<file path="config.mk">
export PLATFORM = sky130hd
export DESIGN_NAME = reg32_shift_ctrl
export DESIGN_NICKNAME = d
export VERILOG_FILES = /design/src/rtl/reg32_shift_ctrl_pkg.sv /design/src/rtl/reg32_step_cnt.sv /design/src/rtl/reg32_shift_ctrl.sv
export SDC_FILE = /design/constraint.sdc
export NUM_CORES = 1
export LEC_CHECK = 0
export CORE_ASPECT_RATIO = 1.1
export CORE_MARGIN = 4
export CORE_UTILIZATION = 35
export CTS_BUF_LIST = sky130_fd_sc_hd__clkbuf_8
export DETAILED_ROUTE_END_ITERATION = 12
export GPL_TIMING_DRIVEN = 0
export PLACE_DENSITY_LB_ADDON = 0.05
export SYNTH_ARGS = -nofsm -noshare
export SYNTH_HDL_FRONTEND = slang
export SYNTH_SLANG_ARGS = --single-unit
</file>
<file path="constraint.sdc">
create_clock -name CLK -period 2.1 [get_ports CLK]
set_input_delay 0.315 -clock CLK [delete_from_list [all_inputs] [get_ports CLK]]
set_output_delay 0.315 -clock CLK [all_outputs]
set_load 0.02 [all_outputs]
</file>
<file path="src/rtl/reg32_shift_ctrl_pkg.sv">
// Shared definitions for the reg_32 command sequencer: FSM states, command codes,
// register mode codes and control-pin levels.
package reg32_shift_ctrl_pkg;

    typedef enum logic [1:0] {
        ST_IDLE   = 2'b00,
        ST_LOAD   = 2'b01,
        ST_SHIFT  = 2'b10,
        ST_FINISH = 2'b11
    } state_t;

    typedef enum logic [1:0] {
        OP_LOAD   = 2'b00,
        OP_SHIFT  = 2'b01,
        OP_ROTATE = 2'b10,
        OP_CLEAR  = 2'b11
    } cmd_op_t;

    localparam logic [1:0] MODO_00 = 2'b00;  // shift
    localparam logic [1:0] MODO_01 = 2'b01;  // rotate
    localparam logic [1:0] MODO_10 = 2'b10;  // parallel load

    localparam logic ENABLE   = 1'b1;
    localparam logic LOW      = 1'b0;
    localparam logic HIGH     = 1'b1;
    localparam logic DIR_LEFT = HIGH;

endpackage

</file>
<file path="src/rtl/reg32_step_cnt.sv">
// Loadable down-counter for shift/rotate steps; load value saturates at MAX_VAL,
// decrement stops at zero.
module reg32_step_cnt #(
    parameter int CNT_W   = 6,
    parameter int MAX_VAL = 32
) (
    input  logic             clk,
    input  logic             rst,
    input  logic             load,
    input  logic             dec,
    input  logic [CNT_W-1:0] load_val,
    output logic [CNT_W-1:0] cnt,
    output logic             is_one,
    output logic             is_zero
);

    localparam logic [CNT_W-1:0] MAX_C = CNT_W'(MAX_VAL);

    always_ff @(posedge clk) begin
        if (rst) begin
            cnt <= '0;
        end else if (load) begin
            cnt <= (load_val > MAX_C) ? MAX_C : load_val;
        end else if (dec && (cnt != '0)) begin
            cnt <= cnt - CNT_W'(1);
        end
    end

    assign is_one  = (cnt == CNT_W'(1));
    assign is_zero = (cnt == '0);

endmodule

</file>
<file path="src/rtl/reg32_shift_ctrl.sv">
// Command sequencer driving one reg_32 instance (load/clear/shift/rotate, DONE pulse).
// Define REG32_SHIFT_CTRL_CAPTURE_EN to capture Q into RESULT at command completion.
module reg32_shift_ctrl
    import reg32_shift_ctrl_pkg::*;
#(
    parameter int WIDTH     = 32,
    parameter int CNT_W     = 6,
    parameter int MAX_SHIFT = 32
) (
    input  logic             CLK,
    input  logic             RST,
    input  logic             CMD_VALID,
    output logic             CMD_READY,
    input  logic [1:0]       CMD_OP,
    input  logic             CMD_DIR,
    input  logic             CMD_SIN,
    input  logic [CNT_W-1:0] CMD_CNT,
    input  logic [WIDTH-1:0] CMD_DATA,
    output logic             BUSY,
    output logic             DONE,
    output logic             ENB,
    output logic             DIR,
    output logic             S_IN,
    output logic [1:0]       MODO,
    output logic [WIDTH-1:0] D,
    input  logic [WIDTH-1:0] Q,
    input  logic [7:0]       S_OUT,
    output logic [WIDTH-1:0] RESULT
);

    state_t           state;
    logic             accept;
    logic [CNT_W-1:0] step_cnt;
    logic             cnt_one;
    logic             cnt_zero;

    assign accept = (state == ST_IDLE) && CMD_VALID && CMD_READY;

    reg32_step_cnt #(
        .CNT_W  (CNT_W),
        .MAX_VAL(MAX_SHIFT)
    ) u_step_cnt (
        .clk     (CLK),
        .rst     (RST),
        .load    (accept),
        .dec     (state == ST_SHIFT),
        .load_val(CMD_CNT),
        .cnt     (step_cnt),
        .is_one  (cnt_one),
        .is_zero (cnt_zero)
    );

    always_ff @(posedge CLK) begin
        if (RST) begin
            state     <= ST_IDLE;
            ENB       <= ~ENABLE;
            DIR       <= LOW;
            S_IN      <= LOW;
            MODO      <= MODO_10;
            D         <= '0;
            DONE      <= 1'b0;
            BUSY      <= 1'b0;
            CMD_READY <= 1'b0;
        end else begin
            DONE <= 1'b0;
            case (state)
                ST_IDLE: begin
                    CMD_READY <= 1'b1;
                    BUSY      <= 1'b0;
                    if (accept) begin
                        CMD_READY <= 1'b0;
                        BUSY      <= 1'b1;
                        case (cmd_op_t'(CMD_OP))
                            OP_LOAD, OP_CLEAR: begin
                                state <= ST_LOAD;
                                ENB   <= ENABLE;
                                MODO  <= MODO_10;
                                D     <= (cmd_op_t'(CMD_OP) == OP_CLEAR) ? '0 : CMD_DATA;
                            end
                            default: begin
                                DIR  <= CMD_DIR;
                                S_IN <= CMD_SIN;
                                MODO <= (cmd_op_t'(CMD_OP) == OP_SHIFT) ? MODO_00 : MODO_01;
                                // A zero step count completes without ever enabling the register
                                if (CMD_CNT == '0) begin
                                    state <= ST_FINISH;
                                end else begin
                                    state <= ST_SHIFT;
                                    ENB   <= ENABLE;
                                end
                            end
                        endcase
                    end
                end
                ST_LOAD: begin
                    state <= ST_FINISH;
                    ENB   <= ~ENABLE;
                end
                ST_SHIFT: begin
                    if (cnt_one || cnt_zero) begin
                        state <= ST_FINISH;
                        ENB   <= ~ENABLE;
                    end
                end
                default: begin
                    state     <= ST_IDLE;
                    DONE      <= 1'b1;
                    BUSY      <= 1'b0;
                    CMD_READY <= 1'b1;
                end
            endcase
        end
    end

`ifdef REG32_SHIFT_CTRL_CAPTURE_EN
    always_ff @(posedge CLK) begin
        if (RST) begin
            RESULT <= '0;
        end else if (state == ST_FINISH) begin
            RESULT <= Q;
        end
    end
`else
    assign RESULT = '0;
`endif

    // Serial output bus (and Q when capture is off) has no consumer here
    logic unused_in;
    assign unused_in = ^{S_OUT, Q, step_cnt};

endmodule

</file>
## Word level (Yosys, flattened, before mapping)

Index checks and enable logic that the tools add are counted.

- Input bits: 85
- ROM bits: 0
- Bits in latches: 0
- Memories: 0
- Bits in writable memories: 0
- Register bits: 48

- $add $sub $neg: 1
- Div/mod/pow operators: 0
- Bitwise logic cells: 1
- Reductions and logical operators: 19
- Magnitude comparators: 1
- Eq/ne operators: 8
- Multiply operators: 0
- Shift operators: 0
- Multiplexer cells: 21

Operators with widths:

| kind | number |
|---|---|
| $mux 32 | 1 |
| $mux 6 | 3 |
| $logic_not 6->1 | 2 |
| $mux 1 | 9 |
| $mux 2 | 4 |
| $eq 6x1->1 const B | 1 |
| $gt 6x6->1 const B | 1 |
| $pmux 2 s3 | 1 |
| $reduce_and 3->1 | 2 |
| $reduce_bool 6->1 | 1 |
| $sub 6x1->6 const B | 1 |
| $eq 2x1->1 const B | 2 |
| $eq 2x2->1 const B | 2 |
| $logic_not 2->1 | 2 |
| $ne 2x2->1 const B | 2 |
| $pmux 1 s2 | 2 |
| $reduce_and 2->1 | 2 |
| $reduce_and 4->1 | 1 |
| $reduce_or 2->1 | 2 |
| $logic_and 1x1->1 | 3 |
| $ne 3x2->1 const B | 1 |
| $pmux 1 s3 | 1 |
| $reduce_bool 3->1 | 1 |
| $reduce_or 3->1 | 1 |
| other kinds (3) | 3 |

## Depth between registers and ports, before layout

Gate-level depths: netlist of the first run.

- Depth after elaboration: 5
- Depth in mapped cells: 8
- Gate-level depth less buffers: 6

## Modules after synthesis

Synthesis of the first run repeated with hierarchy kept, for this count alone.

- Cells, all modules: 211
- Area, all modules: 2128.3 um^2

By module, submodules not included:

| module | times used | area each (um^2) | cells each |
|---|---|---|---|
| reg32_shift_ctrl | 1 | 1744.2 | 164 |
| reg32_step_cnt | 1 | 384.1 | 47 |

## Worst setup path before layout of the first run

OpenSTA, ideal clock, no wires.

- Path type: reg-to-reg
- From: register state[0]
- To: register D[10]
- Data arrival time: 1.707 ns
- Setup time: 0.060 ns
- Required time: 2.040 ns
- Stages on the path, launching flop included: 9
- Path buffers: 2
- Setup slack: 0.333 ns
- Path through: dfxtp_1 > inv_1 > ha_1 > and3_1 > buf_2 > nand2_1 > nor3_1 > clkbuf_1 > a22o_1

- Longest elaborated chain between the ends: 4

Ends and longest elaborated chain:

| item | RTL line | source |
|---|---|---|
| start, declared | reg32_shift_ctrl.sv:31 | `state_t state;` |
| start signal, assigned | reg32_shift_ctrl.sv:55 | `state <= ST_IDLE;` |
| start signal, assigned | reg32_shift_ctrl.sv:75 | `state <= ST_LOAD;` |
| start signal, assigned | reg32_shift_ctrl.sv:86 | `state <= ST_FINISH;` |
| $logic_not 2->1 * | reg32_shift_ctrl.sv:37, reg32_shift_ctrl.sv:66 |  |
| $logic_and 1x1->1 (2 in series) | reg32_shift_ctrl.sv:37 | `assign accept = (state == ST_IDLE) && CMD_VALID && CMD_READY;` |
| $reduce_and 3->1 (no source line) * | -- |  |
| end signal, assigned | reg32_shift_ctrl.sv:78 | `D <= (cmd_op_t'(CMD_OP) == OP_CLEAR) ? '0 : CMD_DATA;` |
| end, declared | reg32_shift_ctrl.sv:25 | `output logic [WIDTH-1:0] D,` |

Every way passes the cells marked *; elsewhere a longest branch is shown, timed or not.
A chain may end at the register's enable or synchronous reset.

## Final worst setup path of the first run

- From: register state[0]
- To: register D[22]

The elaborated chain is that of the path after synthesis.

==> results.py, run 1 <==
metrics = {
    "status": {
        "status": "complete, no violations",
    },
    "cells_and_area": {
        "finish.utilization_pct": 56.11,
        "nets": 422,
        "antenna_cells": 0,
        "layout-drive-gt1-share_pct": 16.67,
        "syn2layout_area_growth_pct": 55.38,
    },
    "timing": {
        "setup_viol": 0,
        "setup_tns_ps": 0,
        "rsz0062_at_grt": "no",
        "fin_crit_ps": 1891,
        "hold_viol_final": 0,
        "final.setup_skew_ps": 3.519,
        "maxSlewHeadroom_pct": 64.43,
        "final-max-slew-violation-count": 0,
        "layout_setup_ws_ps": 208.9,
        "clock.fmax_ghz": 0.5288,
        "worst_pin_slew_ps": 528.7,
        "min_period_over_period_pct": 90.05,
    },
    "clock_tree": {
        "cts_setup_buffers": 0,
        "cts_tree": "done",
        "numClockSinks": 48,
        "clkTransAtPathRegs_ps": 90,
        "ctsHtreeMaxLevel": 2,
        "cts_hold_buf": 0,
        "cts_root_buf": "clkbuf_8",
        "numCtsBuffers": 5,
        "cts_max_path_buffers": 2,
        "clk_latency_ps": 300,
    },
    "logic_synthesis": {
        "synth_top_cells_by_count": "dfxtp_1 (48), buf_4 (33), a22o_1 (32), a21oi_1 (10), nor2_1 (10)",
        "avgSynthCellArea_um2": 10.02,
        "synth_cell_types": 37,
        "yosys_register_bits": 48,
        "yosysTopAreaCell": "dfxtp_1",
        "synthTopCellsByArea": "dfxtp_1 (46%), a22o_1 (13%), buf_4 (12%)",
        "netlist.area_leader.share_pct": 46.13,
        "synth.cell_area_um2": 2083,
        "async_flop_share_pct": 0,
        "syn_inst": 208,
        "synth_ff_type": "dfxtp_1",
        "synth_edf_count": 0,
        "ys_seq_area_share_pct": 46.13,
        "synth_warnings": 0,
        "yosysMostFrequentCell": "dfxtp_1",
    },
    "critical_path": {
        "worstReg2RegStart": "state[0]",
        "r2r_setup_slack_ps": 210,
        "cp.depth": 8,
        "crit_start": "state[0]",
        "critical_path.endpoint": "D[22]",
        "cp-start-kind": "flop",
        "cp.required_ps": 2350,
        "critical_path.n_buffers_inverters": 3,
        "max_stage_delay_ps": 330,
        "crit_fanout": 10,
        "worst_ep_arrival_time_ps": 2140,
        "rr_endpoint": "D[22]",
        "crit_path_end_kind": "flop",
        "crit_chain": "inv_1 > ha_1 > and3_1 > buf_2 > nand2_1 > nor3_2 > clkbuf_2 > a22o_1",
        "worst_path_max_delay_cell": "dfxtp_1",
        "cp_top_family": "buffers and inverters",
        "crit_type": "flop to flop",
        "reg2reg_depth": 8,
    },
    "die": {
        "die_h_um": 88.92,
        "core_area_um2": 5769,
        "start_util_pct": 36.11,
        "io_pins": 157,
        "die_w_um": 81.56,
        "num_rows": 29,
        "dieArea_um2": 7252,
    },
    "detailed_routing": {
        "route.detailed.drc": 0,
        "drt_first_pass_iters": 5,
        "drt_iter0_drc": 93,
        "viasPerCell": 4.405,
        "drt_wl_total_um": 5059,
        "num_vias": 1793,
        "wl_per_cell_um": 12.43,
        "drtAntennaViolNets": 0,
    },
    "pwr": {
        "leakage_nw": 1.399,
        "powerDensity_nw_per_um2": 902.0,
        "peakVddDrop_v": 0.0003966,
    },
    "worst_hold_path": {
        "hold_depth": 2,
        "hold_class": "input pin to flop",
    },
    "grt": {
        "antenna_found_initial": 0,
        "grt_pass1_vias": 1757,
        "grt_first_pass_wirelength_um": 8086,
        "grt_max_degree": 15,
        "overflow": 0,
        "track_usage_pct": 14.44,
    },
    "job": {
        "maxCapViolCount": 0,
    },
    "placement": {
        "post-place-ws_ps": -306.0,
        "port_buffers": 83,
        "gp_congestion": 0.8337,
        "hpwl_um": 3882,
    },
}
-- cell usage in the layout, fill, tap and decap left out, drive strengths merged, types with 4 or more instances in the layout --
cell type,Yosys,routed
a22o,32,32
dfxtp,48,48
clkdlybuf4s50,0,83
conb,1,32
ha,8,8
buf,35,35
nor2,10,10
nand3,5,5
nand2,6,6
clkbuf,6,12
a21oi,10,10
o21ai,5,5
inv,7,8
nor3,4,4
-- metal layers --
metal	vias to the layer above	GRT usage [%]	share of wire, %
li1	920	-	-
met1	796	16.26	40
met2	73	23.33	47
met3	4	7.661	12
met4	0	4.916	0.49
met5	-	0	0
-- sequential cells by signal (all words and copies together) (netlist names) --
name            flops
D                  32
u_step_cnt.cnt      6
state               2
ENB                 1
DIR                 1
S_IN                1
CMD_READY           1
MODO                2
DONE                1
BUSY                1
-- cell type report --
cell class	instances	area [um2]
Fill cell	553	2532
Sequential cell	48	960.9
Multi-Input combinational cell	143	940.9
Timing Repair Buffer	83	830.8
Buffer	41	287.8
Tap cell	77	96.34
Clock buffer	6	82.58
Inverter	7	26.28
Clock inverter	2	11.26
-- how the worst min path moves through the flow --
stage	from	end	slack, ps
2_1_floorplan	CMD_DATA[0]	D[0]	440
3_3_place_gp	MODO[1]	MODO[1]	430
3_5_place_dp	MODO[1]	MODO[1]	440
4_1_cts	RST	DONE	250
5_1_grt	RST	DONE	260
6_report	RST	DONE	260
-- repair_timing --
item | CTS | global route
gates cloned | 0 | 0
gates resized for setup | 6 | 3
endpoints found under the setup margin | 30 | 27
-- power breakdown --
part | switching (mW) | leakage, nW | internal [mW]
Sequential | 0.0989 | 0.390 | 1.04
Clock | 0.305 | 0.0486 | 0.263
Combinational | 0.614 | 0.961 | 0.594
Total | 1.02 | 1.40 | 1.90
-- cells by family after synthesis --
family	after synthesis	synth area share, %
flops	48	46.13
compound gates	58	21.38
simple gates	39	9.971
mux	4	1.982
fa+ha+maj	8	4.805
buf+inv	48	14.72
xor+xnor	2	0.8410
other cells	1	0.1800
-- stage by stage --
step | cell area, um2 | total power, mW | hold WS [ps] | std cells
6_report | 3237 | 2.920 | 263.5 | 407
3_5_place_dp | 3127 | 2.359 | 437.9 | 399
5_1_grt | 3237 | 3.145 | 263.9 | 407
2_1_floorplan | 2200 | 1.975 | 440.7 | 239
3_3_place_gp | 3127 | 2.351 | 431.4 | 399
4_1_cts | 3232 | 2.950 | 254.2 | 407
(Power assumes the default switching activity.)
==> run 2, diff against run 1 <==
- RECOVER_POWER: not set -> 25
==> results.py, run 2 (synthesized netlist as in run 1, its figures left out) <==
metrics = {
    "grt": {
        "antenna_found_initial": 0,
        "grt_first_pass_wirelength_um": 8086,
        "overflow": 0,
        "grt_max_degree": 15,
        "grt_pass1_vias": 1757,
        "track_usage_pct": 14.44,
    },
    "timing": {
        "setup_viol": 0,
        "rsz0062_at_grt": "no",
        "setup_tns_ps": 0,
        "hold_ws_ps": 266.3,
        "clock.fmax_ghz": 0.5291,
        "hold_viol_final": 0,
        "fin_crit_ps": 1890,
        "worst_pin_slew_ps": 524.7,
        "final.setup_skew_ps": 5.398,
        "layout_setup_ws_ps": 210.2,
        "final-max-slew-violation-count": 0,
        "min_period_over_period_pct": 89.99,
        "maxSlewHeadroom_pct": 64.69,
    },
    "clock_tree": {
        "cts_root_buf": "clkbuf_8",
        "cts_hold_buf": 0,
        "clk_latency_ps": 300,
        "ctsHtreeMaxLevel": 2,
        "numCtsBuffers": 5,
        "cts_tree": "done",
        "clkTransAtPathRegs_ps": 90,
        "cts_max_path_buffers": 2,
        "numClockSinks": 48,
    },
    "critical_path": {
        "max_stage_delay_ps": 330,
        "crit_path_end_kind": "flop",
        "cp.required_ps": 2350,
        "critical_path.n_buffers_inverters": 3,
        "cp-start-kind": "flop",
        "worst_ep_arrival_time_ps": 2140,
        "crit_type": "flop to flop",
        "cp_top_family": "buffers and inverters",
        "crit_chain": "inv_1 > ha_1 > and3_1 > buf_2 > nand2_1 > nor3_2 > clkbuf_2 > a22o_1",
        "worst_path_max_delay_cell": "dfxtp_1",
        "crit_fanout": 10,
    },
    "worst_hold_path": {
        "hold_class": "input pin to flop",
    },
    "die": {
        "io_pins": 157,
        "num_rows": 29,
        "core_area_um2": 5769,
        "start_util_pct": 36.11,
        "dieArea_um2": 7252,
        "die_h_um": 88.92,
        "die_w_um": 81.56,
    },
    "pwr": {
        "internal_power_mw": 1.892,
        "switchingPower_mw": 1.014,
        "report.power.total_mw": 2.906,
        "powerDensity_nw_per_um2": 897.9,
        "comb_power_share_pct": 41.2,
        "peakVddDrop_v": 0.0003952,
        "leakage_nw": 1.449,
        "switching_share_pct": 34.89,
        "pwr-share-seq_pct": 39.3,
        "p_clk_share_pct": 19.5,
    },
    "cells_and_area": {
        "final_common_cell": "clkdlybuf4s50_1",
        "antenna_cells": 0,
        "reg_top3": "D (32), u_step_cnt.cnt (6)",
        "final_cell_mix": "clkdlybuf4s50_1 (68), dfxtp_1 (48), buf_4 (33)",
        "layout-drive-gt1-share_pct": 16.67,
        "largest_register_ffs": 32,
        "largest_register": "D",
        "syn2layout_area_growth_pct": 55.38,
        "finish.utilization_pct": 56.11,
        "nets": 422,
    },
    "detailed_routing": {
        "route.detailed.drc": 0,
        "num_vias": 1785,
        "drt_wl_total_um": 5039,
        "drt_iter0_drc": 110,
        "drt_first_pass_iters": 5,
        "drtAntennaViolNets": 0,
        "viasPerCell": 4.386,
        "wl_per_cell_um": 12.38,
    },
    "placement": {
        "hpwl_um": 3882,
        "port_buffers": 83,
        "post-place-ws_ps": -306.0,
        "gp_congestion": 0.8337,
    },
    "status": {
        "status": "complete, no violations",
    },
    "job": {
        "maxCapViolCount": 0,
    },
}
run 2: cell count changes in the layout (fill, tap and decap cells not counted), sizes merged:
| cell | change |
|---|---|
| dlygate4sd3 | +15 |
| clkdlybuf4s50 | -15 |
run 2: power groups by stage:
stage	logic (mW)	registers, mW	clock network [mW]
final	1.20	1.14	0.566
after global placement	1.19	1.16	0
after global routing	1.33	1.16	0.638
after detailed placement	1.20	1.16	0
after CTS	1.21	1.14	0.600
after floorplan	0.741	1.23	0
run 2: layer usage:
| metal | up-vias | share of wire, % | track usage [%] |
|---|---|---|---|
| li1 | 919 | - | - |
| met4 | 0 | 0.50 | 4.916 |
| met1 | 789 | 40 | 16.26 |
| met2 | 73 | 47 | 23.33 |
| met3 | 4 | 12 | 7.661 |
| met5 | - | 0 | 0 |
run 2: path summary, 6_finish.rpt:
kind / cells past startpoint / from / endpoint / slack (ps)
worst max-delay path: 8 / state[0] / D[22] / 210
worst min-delay path: 2 / RST / DONE / 270
worst max register to register: 8 / state[0] / D[22] / 210
worst min register to register: 2 / MODO[1] / MODO[1] / 450
run 2: area by class of cell:
class	count	area (um2)
Sequential cell	48	960.9
Buffer	41	287.8
Fill cell	553	2532
Multi-Input combinational cell	143	940.9
Tap cell	77	96.34
Clock buffer	6	82.58
Timing Repair Buffer	83	830.8
Clock inverter	2	11.26
Inverter	7	26.28
run 2: what timing repair did:
item                                    4_1_cts  5_1_grt
endpoints found under the setup margin       30       27
gates resized for setup                       6        3
buffers inserted                              0        0
run 2: worst register-to-register path, stage by stage, from the launching register on:
cell      delay (ps)
dfxtp_1          330
inv_1             80
ha_1             240
and3_1           170
buf_2            210
nand2_1           90
nor3_2           260
clkbuf_2         300
a22o_1           160
run 2: through the flow:
step | instances | cell area [um2]
floorplan | 239 | 2200
global placement | 399 | 3127
detailed placement | 399 | 3127
CTS | 407 | 3232
global route | 407 | 3237
finish | 407 | 3237
==> run 3, diff against run 2 <==
--- a/config.mk
+++ b/config.mk
@@ -7,5 +7,5 @@
 export LEC_CHECK = 0
 export CORE_ASPECT_RATIO = 1.1
-export CORE_MARGIN = 4
+export CORE_MARGIN = 3
 export CORE_UTILIZATION = 35
 export CTS_BUF_LIST = sky130_fd_sc_hd__clkbuf_8
==> constraint.sdc (replaced) <==
create_clock -name CLK -period 2.1 [get_ports CLK]
set_input_delay 0.42 -clock CLK [delete_from_list [all_inputs] [get_ports CLK]]
set_output_delay 0.42 -clock CLK [all_outputs]
set_load 0.02 [all_outputs]
==> results.py, run 3 (synthesized netlist as in run 1, its figures left out) <==
metrics = {
    "timing": {
        "setup_viol": 0,
        "maxSlewHeadroom_pct": 63.41,
        "hold_ws_ps": 399.1,
        "hold_viol_final": 0,
        "final.setup_skew_ps": 2.943,
        "final-max-slew-violation-count": 0,
        "min_period_over_period_pct": 90.96,
        "fin_crit_ps": 1910,
        "rsz0062_at_grt": "no",
        "clock.fmax_ghz": 0.5235,
        "worst_pin_slew_ps": 543.8,
    },
    "pwr": {
        "report.power.total_mw": 2.901,
        "leakage_nw": 1.448,
        "peakVddDrop_v": 0.0004253,
        "powerDensity_nw_per_um2": 893.1,
    },
    "grt": {
        "track_usage_pct": 15.02,
        "grt_first_pass_wirelength_um": 8162,
        "overflow": 0,
        "use_met1_pct": 17.97,
        "grt_max_degree": 15,
        "use_met2_pct": 24.15,
        "grt.busiest_layer": "met2",
        "use_met3_pct": 5.694,
        "antenna_found_initial": 0,
        "grt_pass1_vias": 1729,
    },
    "clock_tree": {
        "clk_latency_ps": 300,
        "clkTransAtPathRegs_ps": 90,
        "cts_setup_buffers": 0,
        "cts_root_buf": "clkbuf_8",
        "cts_tree": "done",
        "ctsHtreeMaxLevel": 2,
        "numCtsBuffers": 5,
        "cts_max_path_buffers": 2,
        "numClockSinks": 48,
    },
    "worst_hold_path": {
        "hold_class": "input pin to flop",
    },
    "cells_and_area": {
        "final_cell_mix": "clkdlybuf4s50_1 (69), dfxtp_1 (48), buf_4 (33)",
        "syn2layout_area_growth_pct": 55.92,
        "antenna_cells": 0,
        "reg_top3": "D (32), u_step_cnt.cnt (6)",
        "nets": 422,
        "largest_register_ffs": 32,
        "largest_register": "D",
        "layout-drive-gt1-share_pct": 16.67,
        "final_common_cell": "clkdlybuf4s50_1",
    },
    "detailed_routing": {
        "wl_per_cell_um": 12.54,
        "drt_first_pass_iters": 4,
        "viasPerCell": 4.412,
        "drt_iter0_drc": 44,
        "drt_wl_total_um": 5077,
        "drtAntennaViolNets": 0,
        "num_vias": 1787,
        "route.detailed.drc": 0,
    },
    "placement": {
        "gp_congestion": 0.8726,
        "hpwl_um": 3772,
        "port_buffers": 83,
    },
    "critical_path": {
        "cp-start-kind": "input pin",
        "crit_fanout": 4,
        "cp.required_ps": 2330,
        "worst_ep_arrival_time_ps": 2140,
        "max_stage_delay_ps": 490,
        "crit_type": "input pin to flop",
        "crit_path_end_kind": "flop",
        "crit_chain": "clkdlybuf4s50_1 > inv_1 > ha_4 > nor2b_1 > a311o_1 > or3_2 > a21oi_1",
        "r2r_setup_slack_ps": 210,
        "worst_path_max_delay_cell": "clkdlybuf4s50_1",
    },
    "die": {
        "io_pins": 157,
        "core_area_um2": 5570,
        "dieArea_um2": 6915,
        "num_rows": 28,
        "start_util_pct": 37.40,
        "die_h_um": 86.92,
        "die_w_um": 79.56,
    },
    "job": {
        "maxCapViolCount": 0,
    },
    "status": {
        "status": "complete, no violations",
    },
}
run 3: cell types whose count changed in the layout (fill, tap and decap cells not counted), sizes merged:
cell           delta
buf               +1
clkbuf            -1
clkdlybuf4s50     +1
dlygate4sd3       -1
run 3: timing repair:
| action | in CTS | in global routing |
|---|---|---|
| endpoints found under the setup margin | 30 | 31 |
| hold endpoints to repair | 0 | 0 |
| hold buffers | 0 | 0 |
| resized for setup | 4 | 10 |
| pin swaps | 0 | 0 |
run 3: layer usage:
metal,part of all wire (%),up-vias
li1,-,921
met1,44,787
met2,45,71
met3,9.7,8
met4,1.8,0
met5,0,-
run 3: power by group:
part           leakage, nW  internal, mW  switching (mW)
Clock               0.0486         0.263           0.311
Sequential           0.390          1.04          0.0988
Combinational         1.01         0.574           0.609
Total                 1.45          1.88            1.02
run 3: final timing paths:
kind,startpoint,to,depth (start not counted)
max,CMD_OP[0],ENB,7
min,RST,DONE,2
max reg2reg,u_step_cnt.cnt[2],state[1],4
min reg2reg,MODO[1],MODO[1],2
run 3: final cells by class:
| cell class | count | area (um2) |
|---|---|---|
| fillers | 521 | 2322 |
| flip-flops and latches | 48 | 960.9 |
| multi-input cells | 143 | 954.7 |
| repair buffers | 83 | 830.8 |
| plain buffers | 41 | 287.8 |
| well taps | 75 | 93.84 |
| clock buffers | 6 | 82.58 |
| inverters | 7 | 26.28 |
| clock inverters | 2 | 11.26 |
run 3: worst max-delay path: cells and delay by family:
kind                     cells  cell delay (ps)
adder cells (fa/ha/maj)      1              290
AND/OR/NAND/NOR              2              480
buffers and inverters        2              570
AO/OA/AOI/OAI                2              390
run 3: through the flow:
step	setup slack, ps	TNS (ps)	utilization (%)	std cells	area [um2]
CTS	8.818	0	57.93	405	3227
detailed placement	-482.8	-14290	56.09	397	3124
global placement	-433.9	-13190	56.09	397	3124
floorplan	333.3	0	-	239	2200
global route	19.35	0	58.31	405	3248
finish	189.8	0	58.31	405	3248
